`src/rtl/sram_stream_pkg.sv`:
```
// rtl/sram_stream_pkg.sv - shared types and defaults for the SRAM read/write streamers
package sram_stream_pkg;

   localparam int SRAM_DW = 32;
   localparam int SRAM_AW = 6;

   typedef enum logic [1:0] {IDLE, ISSUE, DRAIN} rd_state_e;

   typedef struct packed {
      logic [SRAM_DW-1:0] data;
      logic               last;
   } stream_beat_t;

endpackage

```
`src/rtl/stream_skid_fifo.sv`:
```
// rtl/stream_skid_fifo.sv - 2-entry FIFO of stream beats with push/pop/count
module stream_skid_fifo
   import sram_stream_pkg::*;
(
   input  logic         clk,
   input  logic         rst,
   input  logic         push,
   input  stream_beat_t push_beat,
   input  logic         pop,
   output stream_beat_t head,
   output logic         empty,
   output logic [1:0]   count
);

   stream_beat_t mem [2];
   logic         wr_ptr;
   logic         rd_ptr;

   assign head  = mem[rd_ptr];
   assign empty = (count == 2'd0);

   // Push into a full FIFO is legal only with a concurrent pop: the write lands in
   // the slot being vacated, which becomes the tail once rd_ptr advances.
   always_ff @(posedge clk) begin
      if (rst) begin
         mem[0] <= '0;
         mem[1] <= '0;
         wr_ptr <= 1'b0;
         rd_ptr <= 1'b0;
         count  <= 2'd0;
      end else begin
         if (push) begin
            mem[wr_ptr] <= push_beat;
            wr_ptr      <= ~wr_ptr;
         end
         if (pop) rd_ptr <= ~rd_ptr;
         case ({push, pop})
            2'b10:   count <= count + 2'd1;
            2'b01:   count <= count - 2'd1;
            default: count <= count;
         endcase
      end
   end

endmodule

```
`src/rtl/sram_rd_streamer.sv`:
```
// rtl/sram_rd_streamer.sv - SRAM read sequencer to valid/ready stream; SRAM_RD_STALL_CNT_EN adds stall_cycles
module sram_rd_streamer
   import sram_stream_pkg::*;
#(
   parameter int DATA_WIDTH = SRAM_DW,
   parameter int ADDR_WIDTH = SRAM_AW,
   parameter int RD_LATENCY = 1
)(
   input  logic                  clk,
   input  logic                  rst,
   input  logic                  start,
   input  logic [ADDR_WIDTH-1:0] base_addr,
   input  logic [ADDR_WIDTH:0]   len,
   output logic                  busy,
   output logic                  done,
   output logic                  csb1,
   output logic [ADDR_WIDTH-1:0] addr1,
   input  logic [DATA_WIDTH-1:0] dout1,
`ifdef SRAM_RD_STALL_CNT_EN
   output logic [31:0]           stall_cycles,
`endif
   output logic                  m_valid,
   input  logic                  m_ready,
   output logic [DATA_WIDTH-1:0] m_data,
   output logic                  m_last
);

   if (RD_LATENCY != 1 || DATA_WIDTH != SRAM_DW) begin : g_bad_cfg
      $error("sram_rd_streamer: only RD_LATENCY=1 and DATA_WIDTH=SRAM_DW are supported");
   end

   localparam logic [ADDR_WIDTH:0] REM_ONE = 1;

   rd_state_e             state_q, state_d;
   logic [ADDR_WIDTH-1:0] cur_addr;
   logic [ADDR_WIDTH:0]   remaining_q;
   logic                  inflight_q;
   logic                  inflight_last_q;
   logic                  done_q;
   logic                  issue;
   logic                  pop;
   logic [2:0]            occupancy;
   logic [1:0]            fifo_count;
   logic                  fifo_empty;
   stream_beat_t          push_beat;
   stream_beat_t          head;

   assign pop       = m_valid & m_ready;
   assign occupancy = {1'b0, fifo_count} + {2'b00, inflight_q};
   // A pop this cycle frees a slot in time for the word issued now, which is what
   // sustains one word per cycle with the consumer ready.
   assign issue     = (state_q == ISSUE) && (occupancy < (3'd2 + {2'b00, pop}));

   assign csb1    = ~issue;
   assign addr1   = cur_addr;
   assign busy    = (state_q != IDLE);
   assign done    = done_q;
   assign m_valid = ~fifo_empty;
   assign m_data  = head.data;
   assign m_last  = ~fifo_empty & head.last;

   assign push_beat.data = dout1;
   assign push_beat.last = inflight_last_q;

   stream_skid_fifo u_fifo (
      .clk       (clk),
      .rst       (rst),
      .push      (inflight_q),
      .push_beat (push_beat),
      .pop       (pop),
      .head      (head),
      .empty     (fifo_empty),
      .count     (fifo_count)
   );

   always_comb begin
      state_d = state_q;
      case (state_q)
         IDLE:    if (start && len != '0) state_d = ISSUE;
         ISSUE:   if (issue && remaining_q == REM_ONE) state_d = DRAIN;
         DRAIN:   if (pop && head.last) state_d = IDLE;
         default: state_d = IDLE;
      endcase
   end

   always_ff @(posedge clk) begin
      if (rst) begin
         state_q         <= IDLE;
         cur_addr        <= '0;
         remaining_q     <= '0;
         inflight_q      <= 1'b0;
         inflight_last_q <= 1'b0;
         done_q          <= 1'b0;
      end else begin
         state_q         <= state_d;
         inflight_q      <= issue;
         inflight_last_q <= issue && (remaining_q == REM_ONE);
         done_q          <= (state_q == IDLE && start && len == '0) ||
                            (state_q == DRAIN && pop && head.last);
         if (state_q == IDLE && start) begin
            cur_addr    <= base_addr;
            remaining_q <= len;
         end else if (issue) begin
            cur_addr    <= cur_addr + 1'b1;
            remaining_q <= remaining_q - 1'b1;
         end
      end
   end

`ifdef SRAM_RD_STALL_CNT_EN
   always_ff @(posedge clk) begin
      if (rst)
         stall_cycles <= '0;
      else if (state_q == IDLE && start)
         stall_cycles <= '0;
      else if (busy && m_valid && !m_ready && stall_cycles != '1)
         stall_cycles <= stall_cycles + 32'd1;
   end
`endif

endmodule

```
`config.mk`:
```
export PLATFORM = sky130hd
export DESIGN_NAME = sram_rd_streamer
export DESIGN_NICKNAME = d
export VERILOG_FILES = /design/src/rtl/sram_stream_pkg.sv /design/src/rtl/stream_skid_fifo.sv /design/src/rtl/sram_rd_streamer.sv
export SDC_FILE = /design/constraint.sdc
export NUM_CORES = 1
export LEC_CHECK = 0
export CAP_MARGIN = 10
export CORE_UTILIZATION = 45
export CTS_CLUSTER_DIAMETER = 200
export CTS_CLUSTER_SIZE = 20
export DETAILED_ROUTE_END_ITERATION = 7
export DONT_BUFFER_PORTS = 1
export GPL_TIMING_DRIVEN = 0
export PLACE_DENSITY_LB_ADDON = 0.12
export SYNTH_ARGS = -nofsm -noshare
export SYNTH_HDL_FRONTEND = slang
export SYNTH_SLANG_ARGS = --single-unit
```
`constraint.sdc`:
```
create_clock -name clk -period 2.8 [get_ports clk]
set_input_delay 0.28 -clock clk [delete_from_list [all_inputs] [get_ports clk]]
set_output_delay 0.28 -clock clk [all_outputs]
set_load 0.01 [all_outputs]
```
---- Yosys cells after proc, flatten, opt, wreduce, memory -nomap -nowiden ----
Memory sizes are Yosys's and may differ from the RTL's. A register that Yosys moved wholly into a read port is not among the register bits.
Index checks and enable logic that the tools add are counted.
word-level totals
  register bits ........................... 22
  bits in writable memories ............... 66
  input bits .............................. 49
  output and inout port bits .............. 43
  logic and storage cells ................. 68
  memories ................................ 1
memory list
  name        words  bits a word  read ports  clocked after Yosys merged registers in  wr ports  RTL line                text
  u_fifo.mem  2      33           1           1                                        2         stream_skid_fifo.sv:15  stream_beat_t mem [2];
operators by class
  add/sub/neg operators ................... 6
  order comparisons ....................... 1
  eq/ne operators ......................... 8
  multiplexer cells ....................... 19
  bitwise logic cells ..................... 6
  reductions and logical operators ........ 18
operator list
  kind                                                 count
  2-to-1 mux 33 bit                                    1
  OR reduction 33 bit                                  1
  2-to-1 mux 7 bit                                     2
  2-to-1 mux 6 bit                                     2
  2-to-1 mux 1 bit                                     9
  logical AND 1 bit                                    8
  equality test 7 x 1 -> 1 bit, second input constant  1
  zero test 7 bit                                      1
  nonzero test 7 bit                                   1
  subtractor 7 x 1 -> 7 bit, second input constant     1
  adder 6 x 1 -> 6 bit, second input constant          1
  2-to-1 mux 2 bit                                     3
  case mux 2 bit (3 select lines)                      1
  nonzero test 2 bit                                   3
  equality test 2 x 1 -> 1 bit, second input constant  2
  equality test 2 bit, second input constant           2
  zero test 2 bit                                      2
  inequality test 2 bit, second input constant         2
  inverter 1 bit                                       4
  case mux 2 bit (2 select lines)                      1
  adder 2 x 1 -> 3 bit                                 1
  adder 2 x 1 -> 3 bit, first input constant           1
  less-than comparator 3 bit                           1
  AND reduction 3 bit                                  1
  5 further kinds                                      6

---- Logic depth before layout (Yosys ltp) ----
  depth after elaboration ................. 9
  mapped depth ............................ 7

---- Hierarchy ----
A second synthesis with hierarchy kept.
unflattened totals
  cell total of the unflattened synthesis .. 363
  area total of the unflattened synthesis .. 4187.8 sq um
by module, submodules not included
  module            instances  cells each  area each (sq um)  seq. area each (sq um)
  stream_skid_fifo  1          236         3079.2             2082.0
  sram_rd_streamer  1          127         1108.6             360.3

---- Worst setup path before layout ----
Ideal clock, no wire load.
  path kind ............................... register to register
  from .................................... register inflight_q
  to ...................................... memory u_fifo.mem[0][0] in the netlist's numbering, enable pin
  library setup time ...................... 0.430 ns
  arrival time ............................ 2.004 ns
  path slack .............................. 0.366 ns
  stages on the path, launching flop included .. 3
  buffers on the path ..................... 0
  path through ............................ dfxtp_1 > inv_1 > o21bai_1
RTL lines
  item                    RTL line                text
  start, declared         sram_rd_streamer.sv:37  logic inflight_q;
  start signal, assigned  sram_rd_streamer.sv:96  inflight_q <= issue;
  end, declared           stream_skid_fifo.sv:15

==> flow_summary.toml <==
[placed_design]
gp_congestion = 0.7693
place_hpwl_um = 5306
portBuffers = 0

[sta]
finalSetupViolCount = 0
drv_slew = 0
fmax_ghz = 0.4398
min_period_ps = 2274
maxSlewHeadroom = 0.4242
period_share = 0.8120
rsz0062_at_grt = "false"
skew_ps = 10.06
hold_viol = 0
hold_ws_ps = 97.16
tightest_slew_ps = 863.7

[logic_synthesis]
synth_compound_area_frac = 0.06279
synthesis.area_um2 = 4025
synth_top_family_by_area = "simple AND/OR/NAND/NOR gates"
synthTopCellsByArea = "edfxtp_1, dfxtp_1, and2_1"
synth_fa_ha_area_frac = 0.01865
synth_xor_area_frac = 0.008704
synth_top_area_cell = "edfxtp_1"
synth-simple-area-share = 0.1865
synth.area.mux_share = 0.09201
synth_cell_types = 48
synth-main-ff-cell = "edfxtp_1"
synth_edf_count = 66
syn_inst = 320
yosys_warnings = 0
avgSynthCellArea_um2 = 12.58
synth_fp_nets = 375
ys_ff_latch = 89
synth_top_area_frac = 0.4924
synthArstFlopShare = 0
synth_seq_area_share = 0.6068

[route]
routed_wl_um = 7853
drc = 0
num_vias = 2471
antenna_left = 0
first_pass_iters = 4
wire_per_inst_um = 17.65
drt_iter0_markers = 83
drt-vias-per-instance = 5.553

[cts]
root_buffer = "clkbuf_8"
numCtsBuffers = 9
clk_pin_slew_ps = 80
cts_tree = "built"
htree_levels = 3
cts-hold-fix-buffers = 0
clock-sinks = 89
worstSkewPairLatency_ps = 350
clock_tree.buffer_depth = 2
cts_setup_buffers = 0
cts_resized = 0

[setup_path]
arrival_ps = 2250
critPathCaptureType = "register"
critPathTopFamily = "simple AND/OR/NAND/NOR gates"
crit_path_start_kind = "register"
critPathBufInv = 1
cp_cell_sequence = "inv_1, nor3b_1, or2_2"
worstSetupPathType = "reg -> reg"
critPathSlowestCell = "or2_2"
cp_slowest_stage_delay_ps = 810
cp.required_ps = 2780
critPathMaxFanout = 33

[global_routing]
grt_usage = 0.1743
grt_pass1_wl_um = 11900
overflow = 0
grt_max_degree = 34
antenna_found_initial = 0
grt_pass1_vias = 2386

[finish]
fillers = 807
layout-area-overhead-vs-synth_pct = 10.91
regArea_um2 = 2442
finish.utilization = 0.5144
multi_input_area_um2 = 1495
drive_gt1_frac = 0.1869
final_net_count = 387
n_antenna_cell = 0

[floorplan]
io-pin-count = 92
die_x_um = 96.58
start_util = 0.4638
die_h_um = 96.58
core_area_um2 = 8678
num_rows = 34
die-area_um2 = 9327

[worst_hold_path]
min_path_type = "in -> reg"

[run]
max_cap_viol_count = 0

[outcome]
status = "finished clean"

[power_and_ir_drop]
p_leak_uw = 0.001664
p_per_area_nw_per_um2 = 777.5
ir_drop_mv = 0.2943
==> metal layers <==
layer	routed length (um)	share of wire	vias to the layer above	track usage
li1	-	-	1181	-
met1	3348	0.43	1204	0.2193
met2	3815	0.49	72	0.2758
met3	548	0.070	14	0.05790
met4	140	0.018	0	0.06985
met5	0	0	-	0
==> per-stage QoR <==
| stage | std cells | TNS, ps | setup slack (ps) | power, uW | area, um^2 |
|---|---|---|---|---|---|
| floorplan | 320 | 0 | 365.8 | 2204 | 4025 |
| global placement | 428 | -24700 | -749.6 | 2344 | 4160 |
| detailed placement | 429 | 0 | 360.4 | 2368 | 4199 |
| CTS | 445 | 0 | 424.2 | 3503 | 4464 |
| global route | 445 | 0 | 277.1 | 3649 | 4464 |
| finish | 445 | 0 | 526.4 | 3471 | 4464 |
==> cell usage after synthesis (3+ instances only) <==
library cell,n
and2_1,68
nand2_1,4
dfxtp_1,23
mux2_2,32
edfxtp_1,66
a21oi_1,8
clkbuf_1,13
nor3b_1,4
ha_1,6
nor4_1,5
o21ai_0,5
nand4_1,3
inv_1,8
nor3_1,6
a2111oi_0,3
nor2_1,26
nand3_1,3
==> worst paths after layout <==
kind | start | endpoint | slack [ps] | cells after the start
hold / removal | base_addr[1] | addr1[1] | 100 | 2
setup / recovery | inflight_q | u_fifo.mem[1][21] | 530 | 3
hold reg to reg | remaining_q[6] | remaining_q[6] | 480 | 2
setup reg to reg | inflight_q | u_fifo.mem[1][21] | 530 | 3
==> cell type report <==
class                   count  share of cell area
multi-input cells         206              0.3349
clock inverters             7             0.03167
repair buffers              1            0.006166
flip-flops and latches     89              0.5471
plain buffers              16             0.01457
clock buffers               9             0.02775
well taps                 108             0.03027
inverters                   9            0.007567
==> sequential cells by signal, indices dropped and copies added (netlist names), named ones only <==
name	count
addr1	6
done	1
inflight_last_q	1
inflight_q	1
remaining_q	7
state_q	2
u_fifo.count	2
u_fifo.mem	66
u_fifo.rd_ptr	1
u_fifo.wr_ptr	1
==> logic make-up after synthesis <==
| family | after synthesis |
|---|---|
| adder cells (fa/ha/maj) | 6 |
| AND/OR/NAND/NOR | 129 |
| buffers and inverters | 25 |
| AO/OA/AOI/OAI | 34 |
| multiplexers | 33 |
| flip-flops | 89 |
| XOR/XNOR | 4 |
==> where the power goes <==
group          internal (uW)  total [uW]  switching (uW)
combinational            281         688             407
sequential              1550        1640            90.2
clock                    685        1140             455
total                   2520        3470             952
==> layout by cell type (no fill, tap or decap), types with 4 or more instances in the layout <==
cell,netlist,final
and2_1,68,68
edfxtp_1,66,66
mux2_2,32,32
nor2_1,26,26
dfxtp_1,23,23
clkbuf_1,13,13
clkbuf_8,0,9
inv_1,8,8
a21oi_1,8,8
nor3_1,6,6
ha_1,6,6
o21ai_0,5,5
nor4_1,5,5
nor3b_1,4,4
nand2_1,4,4
bufinv_16,0,4
Note: power is estimated with default switching activity, not from simulation.
